File: config.mk
export PLATFORM = sky130hd
export DESIGN_NAME = piso_serializer
export DESIGN_NICKNAME = d
export VERILOG_FILES = /design/src/rtl/ser_pkg.sv /design/src/rtl/piso_serializer.sv
export SDC_FILE = /design/constraint.sdc
export NUM_CORES = 1
export LEC_CHECK = 0
export CAP_MARGIN = 20
export CORE_ASPECT_RATIO = 1.1
export CORE_MARGIN = 2
export CORE_UTILIZATION = 41
export CTS_CLUSTER_SIZE = 24
export DETAILED_ROUTE_END_ITERATION = 8
export PLACE_DENSITY_LB_ADDON = 0.15
export SLEW_MARGIN = 20
export SYNTH_ARGS = -nofsm -noshare
export SYNTH_HDL_FRONTEND = slang
export SYNTH_SLANG_ARGS = --single-unit
File: constraint.sdc
create_clock -name clk -period 1.35 [get_ports clk]
set_input_delay 0.27 -clock clk [delete_from_list [all_inputs] [get_ports clk]]
set_output_delay 0.27 -clock clk [all_outputs]
set_load 0.01 [all_outputs]
File: src/rtl/ser_pkg.sv
// ser_pkg: shared types and helpers for the parallel-in/serial-out serializer.
//   ser_state_t      : serializer FSM states (PARITY only used with SER_PARITY_EN)
//   cnt_w()          : width of the remaining-bits counter for a given word width
//   SER_IDLE_DEFAULT : default level of the serial line between frames
package ser_pkg;

  typedef enum logic [1:0] {
    IDLE   = 2'd0,
    DATA   = 2'd1,
    PARITY = 2'd2
  } ser_state_t;

  localparam logic SER_IDLE_DEFAULT = 1'b0;

  function automatic int cnt_w(input int width);
    return $clog2(width);
  endfunction

endpackage

File: src/rtl/piso_serializer.sv
// piso_serializer: parallel-in/serial-out stage feeding a serial shift-register
// chain. Words are taken over a valid/ready handshake and shifted out MSB first,
// one bit per clk, with a one-cycle frame_start marker on the MSB. Back-to-back
// words stream without an idle gap.
//
// Optional build macro SER_PARITY_EN: appends one even-parity bit (XOR of the
// accepted word) after the data bits, making frames WIDTH+1 bits long.
//
// Parameters:
//   WIDTH     data word width (>= 2)
//   IDLE_BIT  level on so while no frame is active
// Ports:
//   clk          rising-edge clock
//   rst_n        synchronous active-low reset
//   din          parallel word to serialize
//   din_valid    din holds a valid word
//   din_ready    word is accepted on this cycle if din_valid is high
//   so           serial data out (MSB first)
//   so_valid     so carries a frame bit
//   frame_start  so carries the first bit of a frame
module piso_serializer
  import ser_pkg::*;
#(
  parameter int   WIDTH    = 8,
  parameter logic IDLE_BIT = SER_IDLE_DEFAULT
) (
  input  logic             clk,
  input  logic             rst_n,
  input  logic [WIDTH-1:0] din,
  input  logic             din_valid,
  output logic             din_ready,
  output logic             so,
  output logic             so_valid,
  output logic             frame_start
);

  localparam int            CW       = cnt_w(WIDTH);
  localparam logic [CW-1:0] REM_LOAD = CW'(WIDTH - 1);
  localparam logic [CW-1:0] REM_ONE  = CW'(1);

  ser_state_t       state;
  logic [WIDTH-1:0] shreg;
  logic [CW-1:0]    rem;
  logic             accept;
`ifdef SER_PARITY_EN
  logic             parity;
`endif

  // Ready depends only on state and counter so it never loops back through
  // din_valid. Without parity the last data bit can overlap the next accept,
  // which is what makes back-to-back frames gapless.
  always_comb begin
    din_ready = 1'b0;
    case (state)
      IDLE:   din_ready = 1'b1;
`ifdef SER_PARITY_EN
      PARITY: din_ready = 1'b1;
`else
      DATA:   din_ready = (rem == '0);
`endif
      default: din_ready = 1'b0;
    endcase
  end

  assign accept = din_valid && din_ready;

  always_ff @(posedge clk) begin
    if (!rst_n) begin
      state       <= IDLE;
      shreg       <= '0;
      rem         <= '0;
      so          <= IDLE_BIT;
      so_valid    <= 1'b0;
      frame_start <= 1'b0;
`ifdef SER_PARITY_EN
      parity      <= 1'b0;
`endif
    end else if (accept) begin
      // MSB goes straight to so; the shift register keeps the remaining bits.
      state       <= DATA;
      so          <= din[WIDTH-1];
      so_valid    <= 1'b1;
      frame_start <= 1'b1;
      shreg       <= {din[WIDTH-2:0], 1'b0};
      rem         <= REM_LOAD;
`ifdef SER_PARITY_EN
      parity      <= ^din;
`endif
    end else begin
      frame_start <= 1'b0;
      case (state)
        DATA: begin
          if (rem != '0) begin
            so       <= shreg[WIDTH-1];
            so_valid <= 1'b1;
            shreg    <= {shreg[WIDTH-2:0], 1'b0};
            rem      <= rem - REM_ONE;
          end else begin
`ifdef SER_PARITY_EN
            state    <= PARITY;
            so       <= parity;
            so_valid <= 1'b1;
`else
            state    <= IDLE;
            so       <= IDLE_BIT;
            so_valid <= 1'b0;
`endif
          end
        end
        default: begin
          // IDLE with nothing to take, or the parity bit has just been sent.
          state    <= IDLE;
          so       <= IDLE_BIT;
          so_valid <= 1'b0;
        end
      endcase
    end
  end

endmodule

==> results of run 1 <==
[worst min-delay path, stage by stage (launching register included)]
cell      delay (ps)
dfxtp_1          320
nand2_1           50
a21boi_1          50
[kinds of logic after synthesis]
| kind of cell | count (synthesis) | synth area share [%] |
|---|---|---|
| DFF | 14 | 46.8 |
| and+or+nand+nor | 11 | 10.0 |
| buffers and inverters | 8 | 9.81 |
| AOI/OAI and AO/OA | 17 | 17.5 |
| adders and majority gates | 2 | 4.17 |
| muxes | 7 | 11.7 |
[routing by layer]
metal	GRT usage (%)	up-vias	wire [um]
li1	-	243	-
met1	19.0	210	469
met2	25.4	15	517
met3	3.02	4	69
met4	14.0	0	34
met5	0	-	0
[state kept, by name, summed over array words and instances (netlist names)]
signal,count
shreg,7
rem,3
frame_start,1
so,1
so_valid,1
state,1
[power groups by stage]
stage	Clock, W	Combinational, W	Sequential [W]
2_1_floorplan	0	0.000138	0.000478
3_3_place_gp	0	0.000210	0.000478
3_5_place_dp	0	0.000216	0.000478
4_1_cts	0.000239	0.000216	0.000473
5_1_grt	0.000251	0.000241	0.000478
6_report	0.000228	0.000214	0.000474
[area by class of cell]
class | instances | share of cell area, %
tap | 16 | 2.42
multi-input combinational | 37 | 35.3
sequential | 14 | 34.1
inverter | 4 | 2.72
clock buffer | 3 | 2.72
timing repair buffer | 19 | 22.7
[worst min path at each step]
stage / from / to / slack (ps) / depth (start not counted)
floorplan: rst_n / so_valid$_SDFF_PN0_ / 400 / 1
global placement: shreg[7]$_SDFFE_PN0P_ / so$_SDFF_PN0_ / 450 / 2
detailed placement: shreg[7]$_SDFFE_PN0P_ / so$_SDFF_PN0_ / 460 / 2
CTS: shreg[7]$_SDFFE_PN0P_ / so$_SDFF_PN0_ / 480 / 2
global route: shreg[7]$_SDFFE_PN0P_ / so$_SDFF_PN0_ / 510 / 2
finish: shreg[7]$_SDFFE_PN0P_ / so$_SDFF_PN0_ / 470 / 2
[cells in the final DEF, fill, tap and decap left out, drive strengths merged]
| master | n |
|---|---|
| a21boi | 1 |
| a21oi | 7 |
| and3 | 1 |
| buf | 6 |
| clkbuf | 3 |
| clkdlybuf4s50 | 10 |
| dfxtp | 14 |
| dlygate4sd2 | 3 |
| ha | 2 |
| inv | 4 |
| mux2i | 7 |
| nand2 | 4 |
| nand3 | 1 |
| nor2 | 2 |
| nor2b | 3 |
| o21ai | 7 |
| o311a | 2 |
[stage by stage]
| stage | TNS [ps] | hold slack (ps) |
|---|---|---|
| global route | -934 | 510 |
| floorplan | 0 | 398 |
| CTS | -275 | 478 |
| detailed placement | -610 | 465 |
| global placement | -359 | 450 |
| finish | -219 | 472 |
[what timing repair did]
item                                   CTS  global route
pin swaps                                2             0
hold buffers                             0             0
endpoints found under the hold margin    0             0
setup endpoints to repair               12            11
resized for setup                       18             2
==> impl_metrics.yaml, run 1 <==
run_status:
  status: "complete, but fails checks"
  violations: "negative setup slack"
critical_path:
  r2r-end: "shreg[5]$_SDFFE_PN0P_"
  critPathBufInv: 3
  crit_path_max_incr_delay_ps: 340
  required_ps: 1080
  setup.worst_path.end_class: "primary output"
  worstPathArrival_ps: 1260
  cp_num_cells: 6
  critPathTopFamily: "flip-flops"
  crit_path_start: "rem[1]$_SDFFE_PN0P_"
  reg2reg_from: "rem[1]$_SDFFE_PN0P_"
  worstSetupEndpoint: "din_ready"
  crit_type: "flip-flop to primary output"
  path_cells: "inv_2, ha_4, ha_4, nor2b_4, inv_6, buf_6"
  start_kind: "flip-flop"
  slowest_stage: "dfxtp_2"
  crit_path_frequent_cell: "ha_4"
  worst-r2r-setup-slack_ps: -20
  r2r_cells: 8
  worst-path-max-fanout: 2
route:
  wirelength_mm: 1.09
  ant_nets: 0
  drc_errors: 0
  routed_via_density: 5.08
  dr.pass1.iters: 4
  drt_iter0_markers: 1
  wl_per_cell_um: 11.7
  num_vias: 472
global_routing:
  grt_max_degree: 17
  grt_pass1_wl_mm: 1.93
  grt_overflow: 0
  antenna_found_initial: 0
  grt_pass1_vias: 479
  grt_usage_pct: 16.6
timing:
  min_period_ps: 1530
  max_freq_mhz: 653
  setup_slack_ps: -181
  period_share_pct: 113
  rsz0062_at_grt: "true"
  tightest_slew_ps: 227
  fin_skew_ps: 2.81
  hold_viol: 0
  setup_viol_count_final: 5
  relSlewSlack_pct: 84.8
  maxSlewViolCount: 0
layout:
  nFillCells: 122
  fin_cells: 93
  drive_gt1_share_pct: 27.3
  fin_area_sq_um: 828
  fin_nets: 92
  antennaDiodeCount: 0
  multi_input_area_sq_um: 293
  area_growth_pct: 38.2
  final_util_pct: 60.6
  final-seq-area_sq_um: 283
pwr:
  p_per_area_mw_per_mm2: 1110
  seq_power_share_pct: 51.8
  pwr-share-clk_pct: 24.8
  p_comb_share_pct: 23.4
  irDropWorstVdd_uv: 619
  p_int_w: 0.000676
  finalPower_w: 0.000916
  power.leakage_nw: 0.355
  sw_frac_of_total_pct: 26.2
  switchingPower_w: 0.000240
place:
  dp_cells: 90
  placed_area_sq_um: 796
  hpwlAfterDp_um: 809
  io_buffers: 14
  place.gp.congestion: 0.603
  pre_cts_ws_ps: -263
yosys:
  netlist_area_sq_um: 599
  synthArstFlopShare_pct: 0
  yosysSeqAreaShare_pct: 46.8
  syn_avg_cell_area_sq_um: 10.2
  syn-num-nets: 72
  ys_warn_count: 0
  yosysTopAreaCell: "dfxtp_1"
  synth_area_leaders: "dfxtp_1 47%, mux2i_1 12%, a21oi_1 5.0%"
  synth_ff_type: "dfxtp_1"
  yosys-top-cells-count: "14 x dfxtp_1, 7 x mux2i_1, 6 x a21oi_1, 6 x o21ai_0, 4 x nand2_1"
  synth.most_common_cell: "dfxtp_1"
  syn-instance-count: 59
  yosys.area.top_type_share_pct: 46.8
  synth_edf_count: 0
  yosysUniqueCellTypes: 21
  synth-seq-cells: 14
die:
  die_x_um: 40.5
  die-area_sq_mm: 0.00178
  chipHeight_um: 44.1
  core_sq_mm: 0.00137
  rows: 14
  ioPinCount: 15
  initial_core_util_pct: 43.9
cts:
  clk_pin_slew_ps: 80
  htree_levels: 1
  cts_buffers: 3
  tritoncts: "built"
  clock_path_buffers: 2
  cts_root_buffer: "clkbuf_4"
  clock_latency_ps: 270
  cts_setup_buffers: 0
  cts_sinks: 14
worst_hold_path:
  hp-class: "flip-flop to flip-flop"
run:
  drv_cap: 0
No activity file was read; power rests on OpenSTA's default activity.
==> inputs of run 2 (changes only) <==
PLACE_DENSITY = 0.71   (was default)
PLACE_DENSITY_LB_ADDON = default   (was 0.15)
==> run 2 against run 1 <==
  * The run still ends with negative setup slack left
  * Worst hold slack worse by 11 ps
  * Combinational power about the same
  * Largest cell class unchanged
  * Critical path depth is the same
  * Largest power group unchanged
==> impl_metrics.yaml, run 2 (synthesis gave the netlist of run 1 again) <==
route:
  ant_nets: 0
  num_vias: 460
  drc_errors: 0
  drt_iter0_markers: 0
  routed_via_density: 4.95
  wl_per_cell_um: 11.4
  wirelength_mm: 1.06
  dr.pass1.iters: 1
global_routing:
  grt_usage_pct: 16.0
  grt_pass1_vias: 469
  grt_max_degree: 17
  grt_overflow: 0
  antenna_found_initial: 0
  grt_pass1_wl_mm: 1.92
worst_hold_path:
  hp-class: "flip-flop to flip-flop"
cts:
  cts_setup_buffers: 0
  clock_latency_ps: 280
  cts_sinks: 14
  tritoncts: "built"
  clock_path_buffers: 2
  cts_root_buffer: "clkbuf_4"
  clk_pin_slew_ps: 80
  ctsHoldBuffers: 0
  htree_levels: 1
  cts_buffers: 3
timing:
  setup_viol_count_final: 1
  setup_slack_ps: -173
  min_period_ps: 1520
  max_freq_mhz: 657
  rsz0062_at_grt: "true"
  relSlewSlack_pct: 84.6
  maxSlewViolCount: 0
  setup_tns_ps: -173
  hold_viol: 0
  period_share_pct: 113
  fin_skew_ps: 2.89
  tightest_slew_ps: 230
die:
  initial_core_util_pct: 43.9
  die_x_um: 40.5
  rows: 14
  die-area_sq_mm: 0.00178
  chipHeight_um: 44.1
  core_sq_mm: 0.00137
  ioPinCount: 15
place:
  hpwlAfterDp_um: 740
  placed_area_sq_um: 796
  pre_cts_ws_ps: -259
  place.gp.congestion: 0.735
  io_buffers: 14
pwr:
  sw_frac_of_total_pct: 26.6
  p_per_area_mw_per_mm2: 1110
  p_comb_share_pct: 23.3
  p_int_w: 0.000677
  pwr-share-clk_pct: 25.3
  seq_power_share_pct: 51.4
  irDropWorstVdd_uv: 675
  switchingPower_w: 0.000245
  power.leakage_nw: 0.357
critical_path:
  worstPathArrival_ps: 1250
  worst-path-max-fanout: 2
  required_ps: 1080
  setup.worst_path.end_class: "primary output"
  crit_type: "flip-flop to primary output"
  start_kind: "flip-flop"
run_status:
  violations: "negative setup slack"
  status: "complete, but fails checks"
layout:
  antennaDiodeCount: 0
  top_register: "shreg"
  drive_gt1_share_pct: 29.9
  final-seq-area_sq_um: 283
  layout_commonest_cell: "dfxtp_1"
  fin_area_sq_um: 833
  final_cell_mix: "12 x dfxtp_1, 10 x clkdlybuf4s50_1, 7 x mux2i_1"
  fin_nets: 92
  largest_reg_flops: 7
  area_growth_pct: 39.0
  top_regs: "shreg (7), rem (3)"
  multi_input_area_sq_um: 300
  nFillCells: 138
run:
  drv_cap: 0
[run 2: what timing repair did]
action,4_1_cts,5_1_grt
resized for setup,17,4
endpoints found under the hold margin,0,0
pin swaps,1,0
setup endpoints to repair,12,10
[run 2: final cells by class]
type | count | share of cell area [%]
Multi-Input combinational cell | 37 | 36.0
Sequential cell | 14 | 33.9
Timing Repair Buffer | 19 | 22.5
Clock buffer | 3 | 2.70
Inverter | 4 | 2.40
Tap cell | 16 | 2.40
[run 2: metrics by stage]
stage | cells | hold WS (ps) | total power [W] | util, %
after floorplan | 59 | 398 | 0.000616 | -
after global placement | 90 | 441 | 0.000685 | 58.2
after detailed placement | 90 | 455 | 0.000691 | 58.2
after CTS | 93 | 466 | 0.000926 | 59.9
after global routing | 93 | 498 | 0.000972 | 61.0
final | 93 | 461 | 0.000922 | 61.0
[run 2: worst max-delay path, stage by stage (launching register included)]
cell,delay [ps]
dfxtp_2,340
inv_2,40
ha_4,150
ha_4,150
nor2b_4,150
inv_6,40
buf_6,110
[run 2: power by group through the flow]
stage | logic (W) | registers, W | clock network (W)
final | 0.000215 | 0.000474 | 0.000233
after global routing | 0.000247 | 0.000480 | 0.000246
after CTS | 0.000212 | 0.000472 | 0.000242
after detailed placement | 0.000212 | 0.000479 | 0
after global placement | 0.000207 | 0.000477 | 0
after floorplan | 0.000138 | 0.000478 | 0
[run 2: worst paths after layout]
| path | start | to | slack, ps | cells past startpoint |
|---|---|---|---|---|
| hold reg to reg | shreg[7]$_SDFFE_PN0P_ | so$_SDFF_PN0_ | 460 | 2 |
| setup / recovery | rem[1]$_SDFFE_PN0P_ | din_ready | -170 | 6 |
| setup reg to reg | rem[1]$_SDFFE_PN0P_ | frame_start$_SDFF_PN0_ | 0 | 7 |
| hold / removal | shreg[7]$_SDFFE_PN0P_ | so$_SDFF_PN0_ | 460 | 2 |
[run 2: metal layers]
layer	track usage (%)	share of wire, %	up-vias
li1	-	-	243
met1	20.2	46	199
met2	23.2	46	14
met3	3.02	5.2	4
met4	12.0	2.7	0
met5	0	0	-
